`src/rtl/slot_machine_multi.sv`:
```
// Multi-reel slot machine: coin-fed credit counter, LFSR-driven reels that lock one at a time.
// Optional early stop via the lever during a spin when SLOT_EARLY_STOP_EN is defined.
module slot_machine_multi #(
    parameter int NUM_REELS   = 3,
    parameter int SYM_W       = 3,
    parameter int SPIN_CYCLES = 8,
    parameter int CREDIT_W    = 8,
    parameter int PAYOUT      = 10
) (
    input  logic                       clk,
    input  logic                       reset,
    input  logic                       lever,
    input  logic                       coin,
    output logic [NUM_REELS*SYM_W-1:0] reels,
    output logic [CREDIT_W-1:0]        credits,
    output logic                       busy,
    output logic                       win
);

    localparam int CNT_W = $clog2(SPIN_CYCLES);
    localparam int IDX_W = $clog2(NUM_REELS + 1);
    localparam int SUM_W = CREDIT_W + 33;

    localparam logic [CNT_W-1:0] CNT_LAST   = CNT_W'(SPIN_CYCLES - 1);
    localparam logic [IDX_W-1:0] IDX_LAST   = IDX_W'(NUM_REELS - 1);
    localparam logic [SUM_W-1:0] CREDIT_MAX = SUM_W'({CREDIT_W{1'b1}});
    localparam logic [SUM_W-1:0] PAYOUT_EXT = SUM_W'(PAYOUT);

    typedef enum logic [1:0] {IDLE, SPIN, EVAL, WIN} state_t;

    state_t             state;
    state_t             state_next;
    logic               lever_q;
    logic               lever_rise;
    logic [15:0]        lfsr;
    logic               lfsr_fb;
    logic [CNT_W-1:0]   spin_cnt;
    logic [IDX_W-1:0]   reel_idx;
    logic               start;
    logic               early_stop;
    logic               lock_now;
    logic               last_lock;
    logic               all_equal;
    logic [SUM_W-1:0]   credit_sum;
    logic [CREDIT_W-1:0] credits_next;

    assign lever_rise = lever & ~lever_q;
    assign lfsr_fb    = lfsr[15] ^ lfsr[13] ^ lfsr[12] ^ lfsr[10];
    assign start      = (state == IDLE) && lever_rise && (credits != '0);

`ifdef SLOT_EARLY_STOP_EN
    assign early_stop = (state == SPIN) && lever_rise;
`else
    assign early_stop = 1'b0;
`endif

    assign lock_now  = (state == SPIN) && ((spin_cnt == CNT_LAST) || early_stop);
    assign last_lock = lock_now && (reel_idx == IDX_LAST);

    // A single reel always compares equal to itself, so NUM_REELS == 1 always wins.
    always_comb begin
        all_equal = 1'b1;
        for (int i = 1; i < NUM_REELS; i++) begin
            if (reels[i*SYM_W +: SYM_W] != reels[SYM_W-1:0]) all_equal = 1'b0;
        end
    end

    // All credit sources are summed wide first so saturation sees the true total.
    always_comb begin
        credit_sum = SUM_W'(credits) + SUM_W'(coin) - SUM_W'(start);
        if (state == WIN) credit_sum = credit_sum + PAYOUT_EXT;
        credits_next = (credit_sum > CREDIT_MAX) ? CREDIT_W'(CREDIT_MAX)
                                                 : credit_sum[CREDIT_W-1:0];
    end

    // NOTE: every output of this block gets a default first so no path leaves it
    // unassigned; a missing default would infer a latch.
    always_comb begin
        state_next = state;
        busy       = 1'b0;
        win        = 1'b0;
        unique case (state)
            IDLE: if (start) state_next = SPIN;
            SPIN: begin
                busy = 1'b1;
                if (last_lock) state_next = EVAL;
            end
            EVAL: begin
                busy       = 1'b1;
                state_next = all_equal ? WIN : IDLE;
            end
            WIN: begin
                win        = 1'b1;
                state_next = IDLE;
            end
            default: state_next = IDLE;
        endcase
    end

    // NOTE: sequential state uses non-blocking assignments so every register
    // samples the pre-edge values of the others, independent of statement order.
    always_ff @(posedge clk) begin
        if (reset) begin
            state <= IDLE;
        end else begin
            state <= state_next;
        end
    end

    always_ff @(posedge clk) begin
        if (reset) begin
            lever_q  <= 1'b0;
            lfsr     <= 16'hACE1;
            credits  <= '0;
            spin_cnt <= '0;
            reel_idx <= '0;
            reels    <= '0;
        end else begin
            lever_q <= lever;
            lfsr    <= {lfsr[14:0], lfsr_fb};
            credits <= credits_next;

            if (start) begin
                spin_cnt <= '0;
                reel_idx <= '0;
            end else if (state == SPIN) begin
                // Reels at or above reel_idx are still free; the lock edge takes one last sample.
                for (int i = 0; i < NUM_REELS; i++) begin
                    if (i >= int'(reel_idx)) reels[i*SYM_W +: SYM_W] <= lfsr[i*SYM_W +: SYM_W];
                end
                if (lock_now) begin
                    spin_cnt <= '0;
                    reel_idx <= reel_idx + IDX_W'(1);
                end else begin
                    spin_cnt <= spin_cnt + CNT_W'(1);
                end
            end
        end
    end

endmodule

```
`config.mk`:
```
export PLATFORM = sky130hd
export DESIGN_NAME = slot_machine_multi
export DESIGN_NICKNAME = d
export VERILOG_FILES = /design/src/rtl/slot_machine_multi.sv
export SDC_FILE = /design/constraint.sdc
export NUM_CORES = 1
export LEC_CHECK = 0
export CAP_MARGIN = 20
export CORE_ASPECT_RATIO = 0.6
export CORE_MARGIN = 10
export CORE_UTILIZATION = 50
export CTS_BUF_LIST = sky130_fd_sc_hd__clkbuf_2 sky130_fd_sc_hd__clkbuf_4 sky130_fd_sc_hd__clkbuf_8
export CTS_CLUSTER_SIZE = 40
export DETAILED_ROUTE_END_ITERATION = 8
export DONT_BUFFER_PORTS = 1
export PLACE_DENSITY = 0.74
export SLEW_MARGIN = 25
export SYNTH_ARGS = -nofsm -noshare
export SYNTH_HDL_FRONTEND = slang
export SYNTH_SLANG_ARGS = --single-unit
```
`constraint.sdc`:
```
create_clock -name clk -period 3.7 [get_ports clk]
set_input_delay 0.555 -clock clk [delete_from_list [all_inputs] [get_ports clk]]
set_output_delay 0.555 -clock clk [all_outputs]
set_load 0.005 [all_outputs]
```
==> flow_summary.toml, run 1 <==
[outcome]
outcome = "finished clean"

[floorplan]
core_mm2 = 0.00454
die_w_um = 108
initial_utilization_pct = 51.5
die_y_um = 73.0
rows = 19
dieArea_mm2 = 0.00791
ioPinCount = 23

[final_layout]
final_common_cell = "dfxtp_1"
areaGrowthSynthToFinish_pct = 14.7
mostFrequentLayoutCells = "dfxtp_1, ha_1, inv_1"
nFillCells = 379
multiInputGateArea_mm2 = 0.00149
drive_gt1_share_pct = 22.9
final_nets = 287
antenna_cells = 0
seqCellArea_um2 = 836
postLayoutCoreUtil_pct = 59.1

[clocking]
clockBufferDepth = 2
cts-root-buf = "clkbuf_8"
cts_buffers = 5
worst_skew_pair.late_latency_ns = 0.29
clkTransAtPathRegs_ns = 0.08
cts_tree = "done"
cts.sinks = 41
cts.htree.levels = 2

[synth]
yosys_warnings = 0
yosysSeqAreaShare_pct = 35.1
synth_top_cell_by_area = "dfxtp_1"
synth_cells = 251
ys_ff_latch = 41
ys.flop_type = "dfxtp_1"
synth_top_area_share_pct = 35.1
syn_area_mm2 = 0.00234
synth_edf_count = 0
synthArstFlopShare_pct = 0
avgSynthCellArea_um2 = 9.32
yosysUniqueCellTypes = 51
syn_nets = 281
synth.area.top_cells = "dfxtp_1, ha_1, a21oi_1, mux2i_1, inv_1"

[route]
drt_drc_violations_left = 0
detail_route.iter0.violations = 118
wl_per_cell_um = 16.2
ant_nets = 0
first_pass_iters = 4
drt-total-wl_mm = 5.22
via_count = 1760
viasPerCell = 5.48

[place]
dp_slack_ns = -0.0391
place_congestion = 0.868
dpl.hpwl_mm = 3.66
numPortBuffers = 0

[global_routing]
grt_max_degree = 38
grt_pass1_vias = 1466
antenna_found_initial = 0
grt_pass1_wl_mm = 7.71
grt_usage_pct = 12.2
overflow = 0

[hold_path]
min_path_type = "in2reg"

[worst_setup_path]
cp.arrival_ns = 3.69
critPathKind = "reg2reg"
end_kind = "flip-flop"
rrSetupSlack_ns = 0.13
crit_path_start_kind = "flip-flop"
worstPathRequired_ns = 3.82
critPathMaxFanout = 4

[timing]
rsz0062_at_grt = "true"
drv_slew = 0
setup_viol = 0
max_freq_ghz = 0.280
fin_ws_ns = 0.128
finalHoldViolCount = 0
period_minus_slack_ns = 3.57
worst_slew_margin_rel_pct = 53.8
timing.hold.ws_ns = 0.321
fin_skew_ns = 0.0110
timing.final.crit_share_pct = 96.6
tightest_slew_ns = 0.693

[run]
cap_violations = 0
[worst max-delay path, cell delays in order, from the launching register on]
cell and delay (ns):
dfxtp_4 0.37, inv_1 0.08, ha_2 0.17, nand4_1 0.09
nand4b_1 0.12, inv_1 0.05, ha_1 0.26, inv_1 0.04
ha_2 0.18, fa_2 0.42, a211o_1 0.35, a211oi_4 0.25
nor4_4 0.10, a2111oi_4 0.35, nand3_2 0.18, buf_4 0.18
nor4_4 0.14, a311oi_1 0.10
[state kept, by name, summed over array words and instances (netlist names)]
register	flops
reels	9
spin_cnt	3
state	2
reel_idx	2
credits	8
lever_q	1
lfsr	16
[through the flow]
| step | area [um2] | instances | TNS, ns |
|---|---|---|---|
| CTS | 2520 | 316 | 0 |
| floorplan | 2340 | 251 | 0 |
| detailed placement | 2390 | 308 | -0.0391 |
| global route | 2680 | 321 | -0.111 |
| global placement | 2390 | 308 | 0 |
| finish | 2680 | 321 | 0 |
[worst paths after layout]
check,from,endpoint,cells past startpoint
setup reg to reg,credits[3]$_SDFF_PP0_,credits[7]$_SDFF_PP0_,17
hold / removal,reset,credits[0]$_SDFF_PP0_,1
hold reg to reg,lfsr[9]$_SDFF_PP0_,lfsr[10]$_SDFF_PP1_,1
setup / recovery,credits[3]$_SDFF_PP0_,credits[7]$_SDFF_PP0_,17
[routing by layer]
| metal | GRT usage, % | share of wire, % |
|---|---|---|
| met4 | 3.49 | 0.52 |
| met2 | 15.1 | 41 |
| met1 | 18.1 | 50 |
| met3 | 5.29 | 9.3 |
| met5 | 0 | 0 |
[final cells by class]
type | count | share of cell area [%]
sequential | 41 | 31.2
tap | 63 | 2.94
inverter | 21 | 2.94
clock buffer | 5 | 2.57
timing repair buffer | 7 | 2.43
clock inverter | 3 | 2.43
multi-input combinational | 181 | 55.6
[repair_timing]
action | 4_1_cts | 5_1_grt
resized for setup | 1 | 33
setup endpoints to repair | 4 | 8
hold buffers | 0 | 0
pin swaps | 0 | 10
endpoints found under the hold margin | 0 | 0
setup buffers | 0 | 5
[cells in the mapped netlist, drive strengths merged, types with 2 or more instances]
master,n
a21oi,20
o211a,2
buf,3
nand3,9
nand2b,6
nand4,2
mux2i,10
o22ai,3
nor3,6
nor2b,10
a211oi,2
nand3b,3
or3,4
nand2,13
xor2,7
nor4,3
ha,25
nor2,15
clkbuf,5
xnor2,9
inv,21
or2,7
o21ai,6
a311oi,2
dfxtp,41
[cells by family (layout without fill, tap and decap cells)]
family	after synthesis	after routing	synth area share [%]
xor gates and xnor gates	16	16	6.63
adders and majority gates	26	26	14.2
muxes	10	10	4.81
AOI/OAI and AO/OA	45	45	13.9
DFF	41	41	35.1
buffers and inverters	29	36	5.35
and+or+nand+nor	84	84	20.1
Power of run 1 is not shown: default switching activity piles up to over one toggle a cycle in this logic, so the estimate is an artifact.
==> run 2: changes to the inputs <==
--- a/config.mk
+++ b/config.mk
@@ -13,8 +13,8 @@
 export CTS_CLUSTER_SIZE = 40
 export DETAILED_ROUTE_END_ITERATION = 8
 export DONT_BUFFER_PORTS = 1
+export GPL_TIMING_DRIVEN = 0
 export PLACE_DENSITY = 0.74
-export SLEW_MARGIN = 25
 export SYNTH_ARGS = -nofsm -noshare
 export SYNTH_HDL_FRONTEND = slang
 export SYNTH_SLANG_ARGS = --single-unit
==> run 2 against run 1 <==
  * Maximum frequency increased by 0.43%
  * Die area unchanged
  * Global-route usage decreased by 0.14 points
  * Routed wire length decreased by 5.9%
  * Count of clock-buffer cells in the layout increased by 1
  * Worst setup slack improved by 0.015 ns
  * Via count increased by 0.74%
  * Register-to-register slack improved by 0.02 ns
  * Non-clock buffer count increased by 5
  * Sequential cell count unchanged
  * Clock skew decreased by 0.0036 ns
  * First-iteration DRC count increased by 28%
  * Critical path type unchanged
  * Critical endpoint is now credits[6]$_SDFF_PP0_
  * Largest cell class unchanged
  * Highest routed layer unchanged
==> flow_summary.toml, run 2 (synthesis gave the netlist of run 1 again) <==
[outcome]
outcome = "finished clean"

[route]
detail_route.iter0.violations = 151
drt_drc_violations_left = 0
wl_per_cell_um = 15.1
drt-total-wl_mm = 4.91
first_pass_iters = 4
ant_nets = 0
via_count = 1773
viasPerCell = 5.44

[floorplan]
initial_utilization_pct = 51.5
rows = 19
ioPinCount = 23
dieArea_mm2 = 0.00791
die_w_um = 108
die_y_um = 73.0
core_mm2 = 0.00454

[timing]
rsz0062_at_grt = "true"
finalHoldViolCount = 0
timing.final.crit_share_pct = 96.1
max_freq_ghz = 0.281
fin_ws_ns = 0.143
fin_skew_ns = 0.00741
setup_tns_ns = 0
worst_slew_margin_rel_pct = 58.5
drv_slew = 0
setup_viol = 0
tightest_slew_ns = 0.617
period_minus_slack_ns = 3.56

[final_layout]
final_common_cell = "dfxtp_1"
largest_reg_flops = 16
areaGrowthSynthToFinish_pct = 13.0
fin_cells = 326
final_nets = 292
drive_gt1_share_pct = 20.9
reg_top3 = "lfsr: 16 flops, reels: 9 flops, credits: 8 flops"
antenna_cells = 0
largest-register = "lfsr"
mostFrequentLayoutCells = "dfxtp_1, ha_1, inv_1"
final_cell_area_mm2 = 0.00264

[clocking]
clockBufferDepth = 2
cts_tree = "done"
cts_buffers = 5
clkTransAtPathRegs_ns = 0.08
cts-root-buf = "clkbuf_8"
ctsHoldBuffers = 0
cts.htree.levels = 2
cts.sinks = 41
worst_skew_pair.late_latency_ns = 0.29

[place]
placed_area_mm2 = 0.00242
dp_slack_ns = -0.0228
dp_cells = 314
dpl.hpwl_mm = 3.60
numPortBuffers = 0
place_congestion = 0.908

[worst_setup_path]
r2r-start = "credits[7]$_SDFF_PP0_"
rrSetupSlack_ns = 0.14
end_kind = "flip-flop"
worstPathRequired_ns = 3.85
crit_path_start_kind = "flip-flop"
critical_path_buf_inv_count = 3
r2r-end = "credits[6]$_SDFF_PP0_"
critPathMaxFanout = 7
worst_path_dominant_cell_family = "compound AO/OA/AOI/OAI gates"
cp.arrival_ns = 3.71
worst-r2r-cell-count = 16
slowest_delay_ns = 0.40
path_cells = "inv_2 > ha_4 > nand4_1 > nand4b_1 > inv_1 > ha_1 > inv_1 > ha_1 > fa_2 > a211o_1 > a211oi_4 > nor4_4 > a2111oi_4 > nand3_2 > mux2i_4 > a21oi_2"
critPathKind = "reg2reg"
slowest_stage = "fa_2"

[hold_path]
hold_depth = 1
min_path_type = "in2reg"
min_from = "lever"
whs_endpoint = "lever_q$_SDFF_PP0_"

[global_routing]
antenna_found_initial = 0
overflow = 0
grt_usage_pct = 12.1
grt_pass1_vias = 1502
grt_max_degree = 13
grt_pass1_wl_mm = 7.56

[run]
cap_violations = 0
==> run 2: layer usage <==
metal | vias up | part of all wire (%) | track usage [%]
met4 | 0 | 0.39 | 2.62
met1 | 819 | 53 | 17.9
met3 | 2 | 8.6 | 6.17
met5 | - | 0 | 0
met2 | 59 | 38 | 14.5
li1 | 893 | - | -
==> run 2: worst max-delay path by stage <==
stage / depth (start not counted) / slack (ns) / to / start
after floorplan: 15 / 0.38 / credits[7]$_SDFF_PP0_ / state[0]$_SDFFE_PP0P_
after global routing: 16 / -0.05 / credits[7]$_SDFF_PP0_ / credits[7]$_SDFF_PP0_
final: 16 / 0.14 / credits[6]$_SDFF_PP0_ / credits[7]$_SDFF_PP0_
after detailed placement: 16 / -0.02 / credits[6]$_SDFF_PP0_ / credits[7]$_SDFF_PP0_
after CTS: 16 / 0.09 / credits[6]$_SDFF_PP0_ / credits[7]$_SDFF_PP0_
after global placement: 16 / -0.03 / credits[5]$_SDFF_PP0_ / credits[7]$_SDFF_PP0_
==> run 2: metrics by stage <==
stage | util (%) | hold WS [ns]
4_1_cts | 55.5 | 0.387
3_3_place_gp | 53.3 | 0.394
5_1_grt | 58.2 | 0.395
6_report | 58.2 | 0.393
3_5_place_dp | 53.3 | 0.395
2_1_floorplan | - | 0.389
==> run 2: final cells by class <==
cell class	instances	area (um2)
fill	400	1900
multi-input combinational	181	1490
sequential	41	836
inverter	21	78.8
tap	63	78.8
clock buffer	6	76.3
buffer	8	46.3
timing repair buffer	4	30.0
clock inverter	2	10.0
==> run 2: what timing repair did <==
| action | 4_1_cts | 5_1_grt |
|---|---|---|
| setup buffers | 0 | 4 |
| pin swaps | 0 | 8 |
| endpoints found under the setup margin | 7 | 8 |
| resized for setup | 3 | 26 |
Power of run 2 is left out for the same reason.
